<file path="config.mk">
export PLATFORM = sky130hd
export DESIGN_NAME = regfile_sb
export DESIGN_NICKNAME = d
export VERILOG_FILES = /design/src/rtl/regfile_pkg.sv /design/src/rtl/regfile_scoreboard.sv /design/src/rtl/regfile_sb.sv
export SDC_FILE = /design/constraint.sdc
export NUM_CORES = 2
export LEC_CHECK = 0
export BUFFER_PORTS_ARGS = -buffer_cell sky130_fd_sc_hd__buf_2
export CAP_MARGIN = 20
export CORE_ASPECT_RATIO = 1.5
export CORE_MARGIN = 3
export CORE_UTILIZATION = 35
export DETAILED_ROUTE_END_ITERATION = 10
export SYNTH_ARGS = -nofsm -noshare
export SYNTH_HDL_FRONTEND = slang
export SYNTH_SLANG_ARGS = --single-unit
</file>
<file path="constraint.sdc">
create_clock -name i_clk -period 9.4 [get_ports i_clk]
set_input_delay 0.47 -clock i_clk [delete_from_list [all_inputs] [get_ports i_clk]]
set_output_delay 0.47 -clock i_clk [all_outputs]
set_load 0.005 [all_outputs]
</file>
<file path="src/rtl/regfile_pkg.sv">
// rtl/regfile_pkg.sv - shared constants, types and helpers for the register file
package regfile_pkg;

    function automatic int addr_width(input int n);
        int w;
        w = 1;
        for (int i = 1; i < 31; i++) begin
            if ((1 << i) < n) begin
                w = i + 1;
            end
        end
        return w;
    endfunction

    localparam logic [0:0] ST_INIT = 1'b0;
    localparam logic [0:0] ST_RUN  = 1'b1;

    localparam int XLEN_DEF = 32;
    localparam int NREG_DEF = 32;
    localparam int AW_DEF   = addr_width(NREG_DEF);

    typedef logic [AW_DEF-1:0]   addr_t;
    typedef logic [XLEN_DEF-1:0] data_t;

endpackage

</file>
<file path="src/rtl/regfile_scoreboard.sv">
// rtl/regfile_scoreboard.sv - per-register pending-write bits with write-masked busy lookup
module regfile_scoreboard
    import regfile_pkg::*;
#(
    parameter int NREG = 32,
    parameter int NRD  = 2,
    parameter int NWR  = 2,
    parameter int AW   = addr_width(NREG)
) (
    input  logic                     i_clk,
    input  logic                     i_reset,
    input  logic                     i_clear,
    input  logic                     i_iss_en,
    input  logic [AW-1:0]            i_iss_addr,
    input  logic [NWR-1:0]           i_wr_en,
    input  logic [NWR-1:0][AW-1:0]   i_wr_addr,
    input  logic [NRD-1:0][AW-1:0]   i_rs_addr,
    output logic [NRD-1:0]           o_rs_busy
);

    logic [NREG-1:0] sb_q, sb_d;
    logic [NRD-1:0]  wr_hit;

    // Issue is applied after writeback clears: the issuing instruction is younger.
    always_comb begin
        sb_d = sb_q;
        if (i_clear) begin
            sb_d = '0;
        end else begin
            for (int w = 0; w < NWR; w++) begin
                if (i_wr_en[w]) begin
                    sb_d[i_wr_addr[w]] = 1'b0;
                end
            end
            if (i_iss_en) begin
                sb_d[i_iss_addr] = 1'b1;
            end
        end
        sb_d[0] = 1'b0;
    end

    always_ff @(posedge i_clk or negedge i_reset) begin
        if (!i_reset) begin
            sb_q <= '0;
        end else begin
            sb_q <= sb_d;
        end
    end

    always_comb begin
        wr_hit    = '0;
        o_rs_busy = '0;
        for (int p = 0; p < NRD; p++) begin
            for (int w = 0; w < NWR; w++) begin
                if (i_wr_en[w] && (i_wr_addr[w] == i_rs_addr[p])) begin
                    wr_hit[p] = 1'b1;
                end
            end
            o_rs_busy[p] = sb_q[i_rs_addr[p]] && !wr_hit[p];
        end
    end

endmodule

</file>
<file path="src/rtl/regfile_sb.sv">
// rtl/regfile_sb.sv - multi-port register file with bypass, scoreboard and row-wise clear sweep
module regfile_sb
    import regfile_pkg::*;
#(
    parameter int XLEN = 32,
    parameter int NREG = 32,
    parameter int NRD  = 2,
    parameter int NWR  = 2,
    parameter int AW   = addr_width(NREG)
) (
    input  logic                     i_clk,
    input  logic                     i_reset,
    input  logic                     i_clear,
    output logic                     o_ready,
    input  logic [NRD-1:0][AW-1:0]   i_rs_addr,
    output logic [NRD-1:0][XLEN-1:0] o_rs_data,
    output logic [NRD-1:0]           o_rs_busy,
    input  logic [NWR-1:0]           i_wr_en,
    input  logic [NWR-1:0][AW-1:0]   i_wr_addr,
    input  logic [NWR-1:0][XLEN-1:0] i_wr_data,
    input  logic                     i_iss_en,
    input  logic [AW-1:0]            i_iss_addr
);

    logic [0:0]      state_q, state_d;
    logic [AW-1:0]   cnt_q, cnt_d;
    logic [XLEN-1:0] mem_q [NREG];
    logic            run;
    logic [NWR-1:0]  wr_act;
    logic            iss_act;
    logic [NRD-1:0]  sb_busy;

    assign run     = (state_q == ST_RUN);
    assign o_ready = run;
    // A clear request in RUN drops the same-cycle write and issue traffic.
    assign wr_act  = i_wr_en & {NWR{run && !i_clear}};
    assign iss_act = i_iss_en && run && !i_clear;

    always_comb begin
        state_d = state_q;
        cnt_d   = cnt_q;
        if (state_q == ST_INIT) begin
            if (i_clear) begin
                cnt_d = '0;
            end else if (cnt_q == AW'(NREG - 1)) begin
                state_d = ST_RUN;
                cnt_d   = '0;
            end else begin
                cnt_d = cnt_q + 1'b1;
            end
        end else if (i_clear) begin
            state_d = ST_INIT;
            cnt_d   = '0;
        end
    end

    always_ff @(posedge i_clk or negedge i_reset) begin
        if (!i_reset) begin
            state_q <= ST_INIT;
            cnt_q   <= '0;
        end else begin
            state_q <= state_d;
            cnt_q   <= cnt_d;
        end
    end

    // Storage has no reset so it can map onto RAM; the sweep zeroes one row per cycle.
    always_ff @(posedge i_clk) begin
        if (state_q == ST_INIT) begin
            mem_q[cnt_q] <= '0;
        end else begin
            for (int w = 0; w < NWR; w++) begin
                if (wr_act[w] && (i_wr_addr[w] != '0)) begin
                    mem_q[i_wr_addr[w]] <= i_wr_data[w];
                end
            end
        end
    end

    always_comb begin
        o_rs_data = '0;
        for (int p = 0; p < NRD; p++) begin
            o_rs_data[p] = mem_q[i_rs_addr[p]];
            for (int w = 0; w < NWR; w++) begin
                if (wr_act[w] && (i_wr_addr[w] == i_rs_addr[p])) begin
                    o_rs_data[p] = i_wr_data[w];
                end
            end
            if (!run || (i_rs_addr[p] == '0)) begin
                o_rs_data[p] = '0;
            end
        end
    end

    regfile_scoreboard #(
        .NREG (NREG),
        .NRD  (NRD),
        .NWR  (NWR),
        .AW   (AW)
    ) u_scoreboard (
        .i_clk      (i_clk),
        .i_reset    (i_reset),
        .i_clear    (i_clear),
        .i_iss_en   (iss_act),
        .i_iss_addr (i_iss_addr),
        .i_wr_en    (wr_act),
        .i_wr_addr  (i_wr_addr),
        .i_rs_addr  (i_rs_addr),
        .o_rs_busy  (sb_busy)
    );

    assign o_rs_busy = sb_busy & {NRD{run}};

endmodule

</file>
Word-level counts from Yosys, hierarchy flattened

Memory sizes are Yosys's and may differ from the RTL's.
Cells that the tools add are included.

Bits in registers: 37
RAM bits: 1024
Bits of input ports: 95
Word-level logic and storage cells: 95
Memories kept: 1

Add/subtract/negate cells: 1
$lt $le $gt $ge: 8
Equality and inequality tests: 6
Muxes and demuxes: 44
Bitwise gates (word level): 7
Reduce and logical (&&, ||, !) cells: 25

Memories:

| memory | depth | width | read ports | clocked after memory_dff | write ports | line             | source |
|---|---|---|---|---|---|---|---|
| mem_q  | 32    | 32    | 2          | 0                        | 2           | regfile_sb.sv:27 | `logic [XLEN-1:0] mem_q [NREG];` |

Operator list:

| cell                | number |
|---|---|
| $mux 32             | 13 |
| $and 32x32->32      | 2 |
| $not 32->32         | 2 |
| $or 32x32->32       | 1 |
| $reduce_or 32->1    | 1 |
| $lt 5x6->1 const B  | 5 |
| $mux 5              | 5 |
| $mux 1              | 21 |
| $eq 5x5->1          | 4 |
| $demux 1 s5         | 3 |
| $ge 5x1->1 const B  | 3 |
| $logic_and 1x1->1   | 14 |
| $bmux 1 s5          | 2 |
| $logic_not 5->1     | 2 |
| $reduce_bool 5->1   | 2 |
| $add 5x1->5 const B | 1 |
| $eq 5x5->1 const B  | 1 |
| $and 2x2->2         | 2 |
| $logic_not 1->1     | 4 |
| $logic_or 1x1->1    | 2 |
| $ne 2x2->1 const B  | 1 |

Depth between registers and ports, before layout

Depth in word-level cells: 14
Gate-level depth with buffers: 10

By module

From an unflattened synthesis, not the netlist that was laid out.

Cell total of the unflattened synthesis: 5105
Area total of the unflattened synthesis: 62889.1 sq um

By module, submodules not included:

| module             | instances | cells an instance | area each (sq um) | seq. area each (sq um) |
|---|---|---|---|---|
| regfile_sb         | 1         | 4845              | 60430.5           | 30899.6 |
| regfile_scoreboard | 1         | 260               | 2458.6            | 775.7 |

Worst setup path before layout

No wires, ideal clock.

Path type: input -> register
Start point: input i_wr_addr[1] (netlist name)
End point: memory mem_q[12][0] (enable)
Library setup time: 466 ps
Data arrival time: 4193 ps
Required time: 8934 ps
Path slack: 4741 ps
Stages: 8
Path buffers: 3
Path through: clkbuf_1 nor4_1 a21oi_2 buf_2 buf_2 nor3_1 a21oi_1 o21ai_0

RTL lines:

| item               | line             | source |
|---|---|---|
| start: declaration | regfile_sb.sv:19 | `input logic [NWR-1:0][AW-1:0] i_wr_addr,` |
| end: declaration   | regfile_sb.sv:27 |  |

==> results_dict.tcl <==
set metrics [dict create \
    layout-drive-gt1-share_pct 17.02 \
    layout_worst_path_cycle_share_pct 59.48 \
    antenna_found_initial 26 \
    nNetsFinal 5460 \
    startpoint "o_ready" \
    insertion_delay_ns 0.75 \
    fp.dieW_um 350.2 \
    path_cells "and3b_1 > nand4_1 > nor3_4 > buf_4 > nand4bb_4 > buf_4 > a211o_1 > o211ai_1 > buf_2" \
    gp_congestion 0.8943 \
    yosysTopAreaCellShare_pct 49.44 \
    pin_count 162 \
    cts_setup_buffers 0 \
    timing.fmax_mhz 178.9 \
    synth-main-ff-cell "edfxtp_1" \
    grt_usage_pct 27.43 \
    wl_per_cell_um 32.90 \
    async_flop_share_pct 3.487 \
    dpl.hpwl_mm 137.7 \
    grt_setup_unrepaired "false" \
    crit_family "simple AND/OR/NAND/NOR gates" \
    start_util_pct 35.40 \
    ys_top_cells_by_area "edfxtp_1 (49%), mux4_2 (12%), o21ai_0 (8.7%)" \
    endpoint_kind "primary output" \
    synth.largest_area_cell "edfxtp_1" \
    first_pass_iters 7 \
    crit_slowest_cell "dfrtp_1" \
    core_area_um2 175700 \
    hold_viol 0 \
    dr_total_vias 50680 \
    grt-ovfl-total 0 \
    ir_drop_mv 0.1416 \
    fp.dieH_um 522.3 \
    via_per_inst 6.530 \
    cts_tree "yes" \
    grt_pass1_vias 49490 \
    crit_path_frequent_cell "buf_4" \
    dieArea_um2 182900 \
    run_status "completed" \
    crit_path_max_fanout 37 \
    synth_warnings 0 \
    portBuffers 161 \
    yosysMostFrequentCell "nand2_1" \
    synth_nets 5769 \
    cts_max_level 3 \
    hold_class "input pin to flip-flop" \
    required_ns 8.93 \
    cts_buffer_depth 3 \
    period_needed_ns 5.591 \
    clkSinkCount 1061 \
    worstHoldStart "i_iss_addr[0]" \
    multi_input_area_um2 28260 \
    r2r_start "o_ready" \
    setup_violations 0 \
    fin_skew_ns 0.04360 \
    synth_cell_types 58 \
    worstPathArrival_ns 5.12 \
    syn_area_per_cell_um2 10.97 \
    finalNonFillerCells 7762 \
    synth-seq-cells 1061 \
    num_rows 188 \
    powerDensity_nw_per_um2 158.2 \
    synthTopCellsByCount "nand2_1 (1195), o21ai_0 (1077), edfxtp_1 (1024)" \
    relSlewSlack_pct 18.11 \
    max-cap-violations 0 \
    cts_made_buffers 115 \
    fill_cells 16520 \
    placed_cells 7522 \
    timing.critical_path.buf_inv 3 \
    drc 0 \
    yosysSeqAreaShare_pct 50.93 \
    synth-edff-count 1024 \
    drt_iter0_markers 7983 \
    routed_wl_mm 255.4 \
    leakage_nw 24.00 \
    grt_pass1_wl_mm 358.8 \
    slowest_delay_ns 0.89 \
    setup_slack_ns 3.809 \
    syn_to_final_growth_pct 10.39 \
    seqCellArea_um2 31680 \
    final-max-slew-violation-count 0 \
    worstSetupPathType "flip-flop to primary output" \
    syn_inst 5672 \
    clkTransAtPathRegs_ns 0.07 \
    preCtsSetupSlack_ns 4.267 \
    startpoint_type "flip-flop" \
    finalSetupTns_ns 0 \
    grt_max_degree 114 \
    worstMarginPinSlew_ns 1.228 \
    synth_area_um2 62200 \
    root_buffer "clkbuf_16" \
    ant_nets 0 \
]
layout make-up:
type / count / share of cell area [%]
flip-flops and latches: 1061 / 46.13
multi-input cells: 3876 / 41.17
clock buffers: 134 / 4.388
well taps: 2280 / 4.155
repair buffers: 269 / 2.557
clock inverters: 84 / 1.316
inverters: 40 / 0.2187
diodes: 18 / 0.06560
routing by layer:
metal  track usage [%]  share of wire (%)  vias up
met4             18.17                7.4       16
met5            0.3976              0.076        -
met3             7.852                 14     1071
met2             42.35                 45     4084
met1             33.36                 34    24660
li1                  -                  -    20850
path summary, 6_finish.rpt:
check	to	slack [ns]	cells past startpoint
setup / recovery	o_rs_data[17]	3.81	9
setup reg to reg	mem_q[30][0]	4.66	6
hold / removal	u_scoreboard.sb_q[12]	0.17	4
hold reg to reg	u_scoreboard.sb_q[31]	0.55	2
max in group asynchronous	u_scoreboard.sb_q[22]	8.44	2
min in group asynchronous	cnt_q[4]	0.38	2
logic make-up after synthesis:
logic type	share of synthesized area, %
buffers and inverters	4.744
xor gates and xnor gates	0.2816
muxes	18.79
adders and majority gates	0.04023
DFF	50.93
and+or+nand+nor	8.910
AOI/OAI and AO/OA	16.31
registers in the layout, summed over array words and instances (netlist names):
signal,count
mem_q,1024
u_scoreboard.sb_q,31
cnt_q,5
o_ready,1
timing repair:
item | in CTS | in global routing
hold endpoints to repair | 37 | 0
setup endpoints to repair | 0 | 0
gates resized for setup | 0 | 0
hold buffers | 1 | 0
layout by cell type, fill, tap and decap left out, drive strengths merged, types with 37 or more instances in the layout:
cell / instances
nand2: 1195
o21ai: 1107
edfxtp: 1024
mux4: 341
mux2i: 328
buf: 265
clkbuf: 137
o221ai: 124
a22oi: 111
o22ai: 102
a21oi: 96
nor2: 68
mux2: 64
a211o: 62
clkinv: 62
nand3: 41
inv: 40
dfrtp: 37
power by group:
group          total (W)  switching [W]  leakage (nW)  internal [W]
Sequential       0.00519      0.0000235          11.4       0.00516
Clock            0.00481        0.00201          1.92       0.00280
Combinational   0.000866       0.000584          10.7      0.000281
Total             0.0109        0.00261          24.0       0.00825
through the flow:
stage | hold slack [ns] | instance area [µm²] | utilization [%] | total power, W
detailed placement | 0.5361 | 64630 | 36.78 | 0.006126
CTS | 0.1218 | 68550 | 39.01 | 0.01084
global placement | 0.5278 | 64620 | 36.78 | 0.006120
finish | 0.1727 | 68660 | 39.07 | 0.01086
floorplan | 0.1744 | 62200 | - | 0.005825
global route | 0.2149 | 68630 | 39.06 | 0.01107
worst min-delay path, stage by stage:
cell and delay [ns]:
buf_2 0.11, nor3_1 0.07, a32oi_1 0.16, nor2_1 0.07
(Power assumes the default switching activity.)
